==> src/rtl/spi_pkg.sv <==
// Shared types and opcode table for the SPI frame decoder.
package spi_pkg;

  localparam int MAX_PAYLOAD_DEF = 4;

  localparam logic [7:0] OP_NOP   = 8'h00;
  localparam logic [7:0] OP_WRITE = 8'h01;
  localparam logic [7:0] OP_READ  = 8'h02;
  localparam logic [7:0] OP_CLEAR = 8'h03;

  typedef enum logic [1:0] {
    CMD_NOP   = 2'd0,
    CMD_WRITE = 2'd1,
    CMD_READ  = 2'd2,
    CMD_CLEAR = 2'd3
  } cmd_kind_t;

  typedef enum logic [2:0] {
    ERR_NONE       = 3'd0,
    ERR_BAD_OPCODE = 3'd1,
    ERR_BAD_LEN    = 3'd2,
    ERR_BAD_CKSUM  = 3'd3,
    ERR_ABORT      = 3'd4,
    ERR_OVERRUN    = 3'd5
  } err_code_t;

  // {legal, payload length} for a given opcode byte
  function automatic logic [8:0] expected_len(input logic [7:0] opcode);
    case (opcode)
      OP_NOP:   return {1'b1, 8'd0};
      OP_WRITE: return {1'b1, 8'd2};
      OP_READ:  return {1'b1, 8'd1};
      OP_CLEAR: return {1'b1, 8'd0};
      default:  return {1'b0, 8'd0};
    endcase
  endfunction

endpackage

==> src/rtl/spi_frame_decoder_if.sv <==
// Byte-stream input and decoded-command output bundle of the frame decoder.
interface spi_frame_decoder_if;
  logic       cs_active_i;
  logic       byte_valid_i;
  logic [7:0] byte_i;
  logic       cmd_ready_i;
  logic       cmd_valid_o;
  logic [1:0] cmd_kind_o;
  logic [7:0] cmd_addr_o;
  logic [7:0] cmd_data_o;
  logic       err_o;
  logic [2:0] err_code_o;

  modport slave (
    input  cs_active_i, byte_valid_i, byte_i, cmd_ready_i,
    output cmd_valid_o, cmd_kind_o, cmd_addr_o, cmd_data_o, err_o, err_code_o
  );

  modport master (
    output cs_active_i, byte_valid_i, byte_i, cmd_ready_i,
    input  cmd_valid_o, cmd_kind_o, cmd_addr_o, cmd_data_o, err_o, err_code_o
  );
endinterface

==> src/rtl/spi_frame_decoder_holder.sv <==
// Valid/ready output register for decoded commands; flags a new command
// arriving while the previous one is still unaccepted.
module spi_cmd_holder
  import spi_pkg::*;
(
  input  logic       clk_i,
  input  logic       rst_i,
  input  logic       new_valid,
  input  cmd_kind_t  new_kind,
  input  logic [7:0] new_addr,
  input  logic [7:0] new_data,
  input  logic       ready,
  output logic       valid,
  output cmd_kind_t  kind,
  output logic [7:0] addr,
  output logic [7:0] data,
  output logic       overrun
);

  // a transfer in the same cycle frees the slot, so the new command wins
  assign overrun = new_valid & valid & ~ready;

  always_ff @(posedge clk_i or negedge rst_i) begin
    if (!rst_i) begin
      valid <= 1'b0;
      kind  <= CMD_NOP;
      addr  <= 8'h00;
      data  <= 8'h00;
    end else if (new_valid && !overrun) begin
      valid <= 1'b1;
      kind  <= new_kind;
      addr  <= new_addr;
      data  <= new_data;
    end else if (valid && ready) begin
      valid <= 1'b0;
      kind  <= CMD_NOP;
      addr  <= 8'h00;
      data  <= 8'h00;
    end
  end

endmodule

==> src/rtl/spi_frame_decoder.sv <==
// Parses [opcode][len][payload][cksum] frames from the SPI receiver byte stream.
//   state     | meaning
//   S_IDLE    | waiting for opcode byte
//   S_LEN     | opcode latched, waiting for length byte
//   S_PAYLOAD | collecting payload bytes
//   S_CKSUM   | waiting for checksum byte
//   S_DROP    | bad frame, discard bytes until chip-select drops
module spi_frame_decoder
  import spi_pkg::*;
#(
  parameter int MAX_PAYLOAD = MAX_PAYLOAD_DEF
) (
  input logic               clk_i,
  input logic               rst_i,
  spi_frame_decoder_if.slave bus
);

  localparam int IDX_W  = $clog2(MAX_PAYLOAD + 1);
  localparam int BUF_AW = $clog2(MAX_PAYLOAD);
  localparam logic [IDX_W-1:0] IDX_ONE = IDX_W'(1);
  localparam logic [7:0]       MAX_LEN = 8'(MAX_PAYLOAD);

  typedef enum logic [2:0] {S_IDLE, S_LEN, S_PAYLOAD, S_CKSUM, S_DROP} state_t;

  state_t           state_q, state_d;
  logic [7:0]       opcode_q, opcode_d;
  logic [7:0]       cksum_q, cksum_d;
  logic [IDX_W-1:0] len_q, len_d, idx_q, idx_d;
  logic [7:0]       buf_q [MAX_PAYLOAD];
  logic             buf_we;
  logic             frame_good, err_det, overrun;
  err_code_t        err_sel;
  logic [8:0]       exp_len;
  cmd_kind_t        new_kind;
  logic [7:0]       new_addr, new_data;
  logic             byte_ok;

  // a byte arriving together with chip-select falling is discarded
  assign byte_ok = bus.cs_active_i & bus.byte_valid_i;

  always_ff @(posedge clk_i or negedge rst_i) begin
    if (!rst_i) begin
      state_q  <= S_IDLE;
      opcode_q <= 8'h00;
      cksum_q  <= 8'h00;
      len_q    <= '0;
      idx_q    <= '0;
    end else begin
      state_q  <= state_d;
      opcode_q <= opcode_d;
      cksum_q  <= cksum_d;
      len_q    <= len_d;
      idx_q    <= idx_d;
    end
  end

  always_ff @(posedge clk_i or negedge rst_i) begin
    if (!rst_i) begin
      for (int i = 0; i < MAX_PAYLOAD; i++) buf_q[i] <= 8'h00;
    end else if (buf_we) begin
      buf_q[idx_q[BUF_AW-1:0]] <= bus.byte_i;
    end
  end

  always_comb begin
    state_d    = state_q;
    opcode_d   = opcode_q;
    cksum_d    = cksum_q;
    len_d      = len_q;
    idx_d      = idx_q;
    buf_we     = 1'b0;
    frame_good = 1'b0;
    err_det    = 1'b0;
    err_sel    = ERR_NONE;
    exp_len    = expected_len(opcode_q);
    case (state_q)
      S_IDLE: begin
        if (byte_ok) begin
          opcode_d = bus.byte_i;
          cksum_d  = bus.byte_i;
          state_d  = S_LEN;
        end
      end
      S_LEN: begin
        if (!bus.cs_active_i) begin
          err_det = 1'b1;
          err_sel = ERR_ABORT;
          state_d = S_IDLE;
        end else if (byte_ok) begin
          if (!exp_len[8]) begin
            err_det = 1'b1;
            err_sel = ERR_BAD_OPCODE;
            state_d = S_DROP;
          end else if (bus.byte_i != exp_len[7:0] || bus.byte_i > MAX_LEN) begin
            err_det = 1'b1;
            err_sel = ERR_BAD_LEN;
            state_d = S_DROP;
          end else begin
            cksum_d = cksum_q ^ bus.byte_i;
            len_d   = bus.byte_i[IDX_W-1:0];
            idx_d   = '0;
            state_d = (bus.byte_i == 8'h00) ? S_CKSUM : S_PAYLOAD;
          end
        end
      end
      S_PAYLOAD: begin
        if (!bus.cs_active_i) begin
          err_det = 1'b1;
          err_sel = ERR_ABORT;
          state_d = S_IDLE;
        end else if (byte_ok) begin
          buf_we  = 1'b1;
          cksum_d = cksum_q ^ bus.byte_i;
          idx_d   = idx_q + IDX_ONE;
          if (idx_q == len_q - IDX_ONE) state_d = S_CKSUM;
        end
      end
      S_CKSUM: begin
        if (!bus.cs_active_i) begin
          err_det = 1'b1;
          err_sel = ERR_ABORT;
          state_d = S_IDLE;
        end else if (byte_ok) begin
          if (bus.byte_i == cksum_q) begin
            frame_good = 1'b1;
          end else begin
            err_det = 1'b1;
            err_sel = ERR_BAD_CKSUM;
          end
          state_d = S_IDLE;
        end
      end
      S_DROP: begin
        if (!bus.cs_active_i) state_d = S_IDLE;
      end
      default: state_d = S_IDLE;
    endcase
  end

  assign new_kind = cmd_kind_t'(opcode_q[1:0]);
  assign new_addr = (new_kind == CMD_WRITE || new_kind == CMD_READ) ? buf_q[0] : 8'h00;
  assign new_data = (new_kind == CMD_WRITE) ? buf_q[1] : 8'h00;

  spi_cmd_holder u_holder (
    .clk_i     (clk_i),
    .rst_i     (rst_i),
    .new_valid (frame_good),
    .new_kind  (new_kind),
    .new_addr  (new_addr),
    .new_data  (new_data),
    .ready     (bus.cmd_ready_i),
    .valid     (bus.cmd_valid_o),
    .kind      (bus.cmd_kind_o),
    .addr      (bus.cmd_addr_o),
    .data      (bus.cmd_data_o),
    .overrun   (overrun)
  );

  always_ff @(posedge clk_i or negedge rst_i) begin
    if (!rst_i) begin
      bus.err_o      <= 1'b0;
      bus.err_code_o <= ERR_NONE;
    end else begin
      bus.err_o <= err_det | overrun;
      if (overrun)      bus.err_code_o <= ERR_OVERRUN;
      else if (err_det) bus.err_code_o <= err_sel;
    end
  end

endmodule

==> src/flat_wrapper.sv <==
// flat-port wrapper written by rule: the top's interface ports become plain ports
module spi_frame_decoder_flat import spi_pkg::*;
#(
  parameter int MAX_PAYLOAD = MAX_PAYLOAD_DEF
)
  (clk_i, rst_i, bus_cs_active_i, bus_byte_valid_i, bus_byte_i, bus_cmd_ready_i, bus_cmd_valid_o, bus_cmd_kind_o, bus_cmd_addr_o, bus_cmd_data_o, bus_err_o, bus_err_code_o);
  spi_frame_decoder_if bus_i ();
  input logic clk_i;
  input logic rst_i;
  input wire logic [$bits(bus_i.cs_active_i)-1:0] bus_cs_active_i;
  input wire logic [$bits(bus_i.byte_valid_i)-1:0] bus_byte_valid_i;
  input wire logic [$bits(bus_i.byte_i)-1:0] bus_byte_i;
  input wire logic [$bits(bus_i.cmd_ready_i)-1:0] bus_cmd_ready_i;
  output wire logic [$bits(bus_i.cmd_valid_o)-1:0] bus_cmd_valid_o;
  output wire logic [$bits(bus_i.cmd_kind_o)-1:0] bus_cmd_kind_o;
  output wire logic [$bits(bus_i.cmd_addr_o)-1:0] bus_cmd_addr_o;
  output wire logic [$bits(bus_i.cmd_data_o)-1:0] bus_cmd_data_o;
  output wire logic [$bits(bus_i.err_o)-1:0] bus_err_o;
  output wire logic [$bits(bus_i.err_code_o)-1:0] bus_err_code_o;
  assign bus_i.cs_active_i = bus_cs_active_i;
  assign bus_i.byte_valid_i = bus_byte_valid_i;
  assign bus_i.byte_i = bus_byte_i;
  assign bus_i.cmd_ready_i = bus_cmd_ready_i;
  assign bus_cmd_valid_o = bus_i.cmd_valid_o;
  assign bus_cmd_kind_o = bus_i.cmd_kind_o;
  assign bus_cmd_addr_o = bus_i.cmd_addr_o;
  assign bus_cmd_data_o = bus_i.cmd_data_o;
  assign bus_err_o = bus_i.err_o;
  assign bus_err_code_o = bus_i.err_code_o;
  spi_frame_decoder #(.MAX_PAYLOAD(MAX_PAYLOAD)) u_core (.clk_i(clk_i), .rst_i(rst_i), .bus(bus_i));
endmodule
==> config.mk <==
export PLATFORM = sky130hd
export DESIGN_NAME = spi_frame_decoder_flat
export DESIGN_NICKNAME = d
export VERILOG_FILES = /design/src/rtl/spi_pkg.sv /design/src/rtl/spi_frame_decoder_if.sv /design/src/rtl/spi_frame_decoder_holder.sv /design/src/rtl/spi_frame_decoder.sv /design/src/flat_wrapper.sv
export SDC_FILE = /design/constraint.sdc
export NUM_CORES = 1
export LEC_CHECK = 0
export CELL_PAD_IN_SITES_DETAIL_PLACEMENT = 0
export CELL_PAD_IN_SITES_GLOBAL_PLACEMENT = 1
export CORE_MARGIN = 5
export CORE_UTILIZATION = 49
export DETAILED_ROUTE_END_ITERATION = 8
export HOLD_SLACK_MARGIN = 0.15
export PLACE_DENSITY_LB_ADDON = 0.1
export SLEW_MARGIN = 25
export SYNTH_ARGS = -nofsm -noshare
export SYNTH_HDL_FRONTEND = slang
export SYNTH_HIERARCHICAL = 1
export SYNTH_SLANG_ARGS = --single-unit
==> constraint.sdc <==
create_clock -name clk_i -period 5.6 [get_ports clk_i]
set_input_delay 1.12 -clock clk_i [delete_from_list [all_inputs] [get_ports clk_i]]
set_output_delay 1.12 -clock clk_i [all_outputs]
set_load 0.02 [all_outputs]
==> out/metrics.sh <==
SYNTHESIZED_CELL_AREA_UM2=3650
POST_CTS_HOLD_BUFFER_COUNT=0
CP_NUM_BUF_INV=2
GLOBAL_ROUTE_WIRE_LENGTH_BEFORE_REPAIR_UM=13170
FINAL_MIN_PERIOD_OVER_CLOCK_PERIOD_PCT=66.58
CRIT_SLOWEST_CELL='sky130_fd_sc_hd__nor2_4'
SETUP_SLACK_NS=1.871
HOLD_PATH_STARTPOINT='u_core/buf_q[31]'
TIMING_HOLD_VIOLATIONS_FINAL=0
PIN_COUNT_OF_THE_BIGGEST_NET_ENTERING_GLOBAL_ROUTING=65
SHARE_OF_SYNTHESIZED_AREA_OCCUPIED_BY_FLIP_FLOPS_AND_LATCHES_PCT=43.88
REGTOREGSETUPSLACK_NS=2.63
INTERNAL_POWER_mW=0.9242
GRT_USAGE_PCT=18.80
POST_CTS_BUFFERS=0
GP_CONGESTION=0.8129
FRACTION_OF_FINAL_LAYOUT_CELLS_WITH_DRIVE_STRENGTH_GREATER_THAN_1_PCT=17.01
CLOCK_LATENCY_NS=0.35
LEAK_PWR_nW=1.741
CP.ARRIVAL_NS=3.99
PATH_DELAY_FAMILY='simple AND/OR/NAND/NOR gates'
R2R-END='u_core/cksum_q[3]'
HOLD_PATH_CLASS='flop to flop'
ROUTED_WL_UM=7932
SETUP_TNS_NS=0
ROWS=31
CRIT_CHAIN='clkdlybuf4s50_1 -> xor2_1 -> nor4_1 -> nand2_1 -> nor2_4 -> inv_1 -> nor2_1 -> nor2_1 -> o211ai_1'
SETUP_REPAIR_AFTER_GLOBAL_ROUTING_MISSED_ITS_MARGIN='no'
LAYOUT_MIN_CYCLE_TIME_NS=3.729
PLACEABLE_CORE_AREA_UM2=7253
NUMBER_OF_ANTENNA_VIOLATIONS_AT_THE_FIRST_CHECK_IN_GLOBAL_ROUTING=0
WORST_PIN_SLEW_NS=1.016
POWER_SWITCHING_mW=0.4257
SYN2LAYOUT_AREA_GROWTH_PCT=16.11
P_PER_AREA_nW_PER_UM2=318.5
IR_DROP_mV=0.1944
AVGSYNTHCELLAREA_UM2=10.28
DIE-AREA_UM2=9275
WL_PER_CELL_UM=16.29
FINAL_NETS=405
MIN_TO='u_core/buf_q[31]'
PATH_CLK_SLEW_NS=0.07
COMBPWRFRAC_PCT=22.8
SYNTH-SEQ-CELLS=64
PRE_CTS_WS_NS=1.531
POWER_SWITCHING_SHARE_PCT=31.54
MAX_FREQ_MHz=268.2
PATH_COMMON_CELL='sky130_fd_sc_hd__nor2_1'
CTS_MADE_BUFFERS=9
CRITICAL-PATH-MAX-STAGE-DELAY_NS=0.79
RESULT_OF_THE_RUN='finished clean'
DRT_ITER0_MARKERS=76
ANTENNA_VIOLATING_NETS_POST_ROUTE=0
CP_MAX_FO=37
CLK_ROOT_BUFFER_CELL='sky130_fd_sc_hd__clkbuf_8'
VIASPERCELL=5.487
STARTING_DENSITY_OF_THE_CORE_PCT=50.32
ROUTE.DETAILED.DRC=0
PLACEMENT.IO_BUFFERS=35
DIE-HEIGHT_UM=96.31
CLK_PATH_BUF_DEPTH=2
KIND_OF_CAPTURE_POINT_OF_THE_WORST_SETUP_PATH='flop'
WORST-ENDPOINT-REQUIRED_NS=5.86
SEQ_POWER_SHARE_PCT=44.5
FIN_HOLD_WS_NS=0.4995
SYNTH_EDF_COUNT=0
HOLD-PATH-CELL-COUNT=1
SYNTH_ASYNC_SR_FLOP_SHARE_PCT=100.0
FIRST_GLOBAL_VIAS=2637
DRV_SLEW=0
CRITICAL_PATH_CLASS='input pin to flop'
COUNT_OF_TRITONROUTE_ITERATIONS_IN_THE_FIRST_ROUTING_PASS=4
POWER_FRAC_CLOCK_PCT=32.7
TIMING.CLOCK.SKEW_NS=0.006520
TOTALPOWERFINAL_mW=1.350
SYNTH_FLOP_CELL='sky130_fd_sc_hd__dfrtp_1'
CTSRESIZECOUNT=0
IO_PINS=36
POST_SYNTH_NUM_CELL_TYPES=49
TIMING.REG2REG.WORST_PATH_DEPTH=7
SYNTH_WARNINGS=6
CTS_MAX_LEVEL=3
MAXCAPVIOLCOUNT=0
FINAL-SETUP-VIOL-COUNT=0
GRT_OVF=0
TRITONCTS_CLOCK_TREE='built'
REG_TO_REG_CRITICAL_PATH_STARTPOINT='u_core/opcode_q[1]'
POSTSYNTHNETCOUNT=376
DETAILROUTE.VIA_COUNT=2672
RELSLEWSLACK_PCT=32.14
CTS.SINK_COUNT=64
SYN-INSTANCE-COUNT=355
ANTENNA_CELLS_INSERTED=0
DIE_WIDTH_UM=96.31
STARTPOINT_TYPE_OF_THE_WORST_SETUP_PATH='input pin'
PLACE_HPWL_UM=5372
kinds of logic (layout without fill, tap and decap cells):
group,Yosys count,count (layout),synth area share [%]
xor+xnor,16,16,3.840
fa+ha+maj,8,8,2.743
buf+inv,53,86,6.856
compound gates,60,60,13.34
simple gates,112,112,17.00
mux,42,42,12.34
flops,64,64,43.88
worst reg2reg max path: stages, from the launching register on:
cell and delay (ns):
sky130_fd_sc_hd__dfrtp_1 0.46, sky130_fd_sc_hd__inv_1 0.11, sky130_fd_sc_hd__ha_1 0.33, sky130_fd_sc_hd__or2_2 0.37, sky130_fd_sc_hd__o311ai_2 0.41, sky130_fd_sc_hd__or2b_1 0.32, sky130_fd_sc_hd__a31oi_1 0.65, sky130_fd_sc_hd__a21oi_1 0.16
layout make-up:
class                   instances  area, um2
fillers                       667       3015
multi-input cells             238       1805
flip-flops and latches         64       1602
repair buffers                 37      360.3
clock buffers                  10      137.6
inverters                      34      127.6
well taps                      99      123.9
clock inverters                 5      81.33
synthesized netlist by cell type (6+ instances only):
cell	n	area, um2
sky130_fd_sc_hd__o221ai_1	12	105.1
sky130_fd_sc_hd__xor2_1	13	113.9
sky130_fd_sc_hd__and2_1	16	100.1
sky130_fd_sc_hd__inv_1	34	127.6
sky130_fd_sc_hd__o22ai_1	6	37.54
sky130_fd_sc_hd__nor2_1	22	82.58
sky130_fd_sc_hd__mux2i_1	18	180.2
sky130_fd_sc_hd__o21ai_0	6	30.03
sky130_fd_sc_hd__o221ai_2	7	105.1
sky130_fd_sc_hd__nand2_1	19	71.32
sky130_fd_sc_hd__nand3_1	24	120.1
sky130_fd_sc_hd__clkbuf_1	9	33.78
sky130_fd_sc_hd__dfrtp_1	64	1602
sky130_fd_sc_hd__ha_1	8	100.1
sky130_fd_sc_hd__mux2_2	24	270.3
sky130_fd_sc_hd__a21oi_1	9	45.04
per-layer routing:
layer  up-vias  share of wire, %  global-route usage [%]  wire [um]
met3        10               3.5                   4.457        277
met5         -                 0                       0          0
met4         0               1.1                   7.243         85
li1       1314                 -                       -          -
met1      1311                47                   24.77       3767
met2        37                48                   29.90       3801
worst max path at each step:
stage                                           to  cells after the start     startpoint
after global routing      u_core/bus.err_code_o[0]                      9  bus_byte_i[0]
after global placement    u_core/bus.err_code_o[0]                      9  bus_byte_i[0]
final                     u_core/bus.err_code_o[0]                      9  bus_byte_i[0]
after detailed placement  u_core/bus.err_code_o[0]                      9  bus_byte_i[1]
after floorplan                    u_core/len_q[0]                      5  bus_byte_i[2]
after CTS                 u_core/bus.err_code_o[0]                      9  bus_byte_i[1]
power groups by stage:
stage               registers [mW]  logic [mW]  clock network, mW
finish                       0.601       0.308              0.441
global route                 0.611       0.342              0.474
CTS                          0.601       0.310              0.454
floorplan                    0.592       0.220                  0
detailed placement           0.610       0.307                  0
global placement             0.606       0.303                  0
registers in the layout, indices dropped and copies added, names as in the netlist:
register and flops:
u_core/idx_q 3, u_core/u_holder/valid 1, u_core/bus.err_o 1, u_core/u_holder/kind 2, u_core/cksum_q 8, u_core/state_q 3, u_core/buf_q 16, u_core/bus.err_code_o 3
u_core/u_holder/data 8, u_core/len_q 3, u_core/opcode_q 8, u_core/u_holder/addr 8
through the flow:
step | std cells | utilization (%) | cell area (um2)
after floorplan | 355 | - | 3650
after global placement | 472 | 55.41 | 4019
after detailed placement | 472 | 55.41 | 4019
after CTS | 487 | 58.43 | 4238
after global routing | 487 | 58.43 | 4238
final | 487 | 58.43 | 4238
layout by cell type (no fill, tap or decap), types with 8 or more instances in the layout:
| cell type | count |
|---|---|
| sky130_fd_sc_hd__nand2_1 | 19 |
| sky130_fd_sc_hd__mux2i_1 | 18 |
| sky130_fd_sc_hd__dfrtp_1 | 64 |
| sky130_fd_sc_hd__inv_1 | 34 |
| sky130_fd_sc_hd__mux2_2 | 24 |
| sky130_fd_sc_hd__clkdlybuf4s50_1 | 34 |
| sky130_fd_sc_hd__and2_1 | 16 |
| sky130_fd_sc_hd__xor2_1 | 13 |
| sky130_fd_sc_hd__nor2_1 | 21 |
| sky130_fd_sc_hd__nand3_1 | 24 |
| sky130_fd_sc_hd__o221ai_1 | 12 |
| sky130_fd_sc_hd__ha_1 | 8 |
| sky130_fd_sc_hd__a21oi_1 | 9 |
| sky130_fd_sc_hd__clkbuf_8 | 10 |
Note: power is estimated with default switching activity, not from simulation.
==> RTL change, RTL diff (same flow settings) <==
Make the reset (`rst_i`) synchronous in 4 clocked blocks.
--- a/src/rtl/spi_frame_decoder_holder.sv
+++ b/src/rtl/spi_frame_decoder_holder.sv
@@ -22,3 +22,3 @@
 
-  always_ff @(posedge clk_i or negedge rst_i) begin
+  always_ff @(posedge clk_i) begin
     if (!rst_i) begin
--- a/src/rtl/spi_frame_decoder.sv
+++ b/src/rtl/spi_frame_decoder.sv
@@ -40,3 +40,3 @@
 
-  always_ff @(posedge clk_i or negedge rst_i) begin
+  always_ff @(posedge clk_i) begin
     if (!rst_i) begin
@@ -56,3 +56,3 @@
 
-  always_ff @(posedge clk_i or negedge rst_i) begin
+  always_ff @(posedge clk_i) begin
     if (!rst_i) begin
@@ -158,3 +158,3 @@
 
-  always_ff @(posedge clk_i or negedge rst_i) begin
+  always_ff @(posedge clk_i) begin
     if (!rst_i) begin
Function: differs if rst_i is asserted again (counterexample within 4 cycles, from zero or initial values and one cycle with rst_i low); with rst_i held inactive, the same outputs for 4 cycles.
==> RTL change against the unedited design <==
- worst setup slack got worse by 0.16 ns
- design area decreased by 5.8%
- wire length decreased by 3.3%
- first-iteration DRC count increased by 76%
- via count decreased by 2.6%
- clock skew increased by 0.0021 ns
- critical path depth decreased by 2
- synthesized area decreased by 5.7%
- register-to-register slack improved by 0.13 ns
- sequential cell count unchanged
- critical path type unchanged
- largest cell class unchanged
Power is not compared: it rests on default switching activity, and its combinational part moved more than twofold at a synthesized area within 25%.
==> RTL change: results (changes against the unedited design) <==
outcome: finished, final reports clean (unchanged)
Critical Path Max Stage Delay: 0.74 ns (was 0.79 ns)
post-place instance area: 3780 µm² (was 4020 µm²)
measured slew at the worst slew-check pin: 0.861 ns (was 1.02 ns)
routing usage on met3: 0.0288 (was 0.0446)
fillcell total: 623 (was 667)
mux contribution to synthesized area: 0.0524 (was 0.123)
combined area of the multi-input logic cells: 1830 µm² (was 1810 µm²)
Worst Hold End: u_core/len_q[2]$_SDFFE_PN0P_ (was u_core/buf_q[31]$_DFFE_PN0P_)
number of global-route vias before repair: 2,524 (was 2,637)
GP Congestion: 0.876 (was 0.813)
syn nets: 364 (was 376)
layout cells sized above 1: 0.113 (was 0.170)
dominant cells by area after synthesis: dfxtp_1 (28%), edfxtp_1 (14%), and2_1 (5.6%), mux2i_1 (5.2%), nor2_1 (3.7%) (was dfrtp_1 (44%), mux2_2 (7.4%), mux2i_1 (4.9%), inv_1 (3.5%), nand3_1 (3.3%))
Worst Path Max Fanout: 20 (was 37)
XOR/XNOR Fraction of Synth Area: 0.0407 (was 0.0384)
Post-Synth Adder-Cell Area: 0.0218 (was 0.0274)
drt pass-1 iters: 5 (was 4)
DRT iter0 DRCs: 134 (was 76)
vias per cell: 5.55 (was 5.49)
R2R setup slack: 2.76 ns (was 2.63 ns)
DR vias: 2,602 (was 2,672)
nets: 387 (was 405)
CP max-delay cell: clkdlybuf4s50_1 (was nor2_4)
Final Skew: 0.00862 ns (was 0.00652 ns)
dpl hpwl: 5130 µm (was 5370 µm)
Compound-Gate Fraction of Synth Area: 0.168 (was 0.133)
ys async rst share: 0 (was 1.00)
met2 GRT Util: 0.294 (was 0.299)
dpl cells: 453 (was 472)
met2 wire len: 3660 µm (was 3800 µm)
Final Cycle Share: 0.695 (was 0.666)
met1 usage: 0.252 (was 0.248)
Worst Setup SP: bus_cs_active_i (was bus_byte_i[0])
first-pass GRT wire length: 12,900 µm (was 13,200 µm)
-- RTL change: cell count changes after synthesis, sizes merged, moves of 19 or more --
cell	before	now
dfxtp	0	48
inv	34	7
dfrtp	64	0
nand3	24	2
mux2	24	0
o221ai	19	0
-- RTL change: area by class of cell --
type	count	share of cell area
clock buffer	10	0.0320
clock inverter	6	0.0213
tap	96	0.0301
sequential	64	0.361
inverter	7	0.00658
timing repair buffer	37	0.0915
multi-input combinational	249	0.457
-- RTL change: worst max-delay path, delay by kind of cell --
family,cells,cell delay (ns)
and+or+nand+nor,4,1.45
buffers and inverters,1,0.74
muxes,1,0.49
AOI/OAI and AO/OA,1,0.31
-- RTL change: power by group through the flow --
stage | Combinational [µW] | Sequential (µW) | Clock (µW)
final | 113 | 496 | 433
after global routing | 124 | 498 | 464
after CTS | 113 | 496 | 444
after detailed placement | 112 | 507 | 0
after global placement | 112 | 506 | 0
after floorplan | 82.2 | 504 | 0
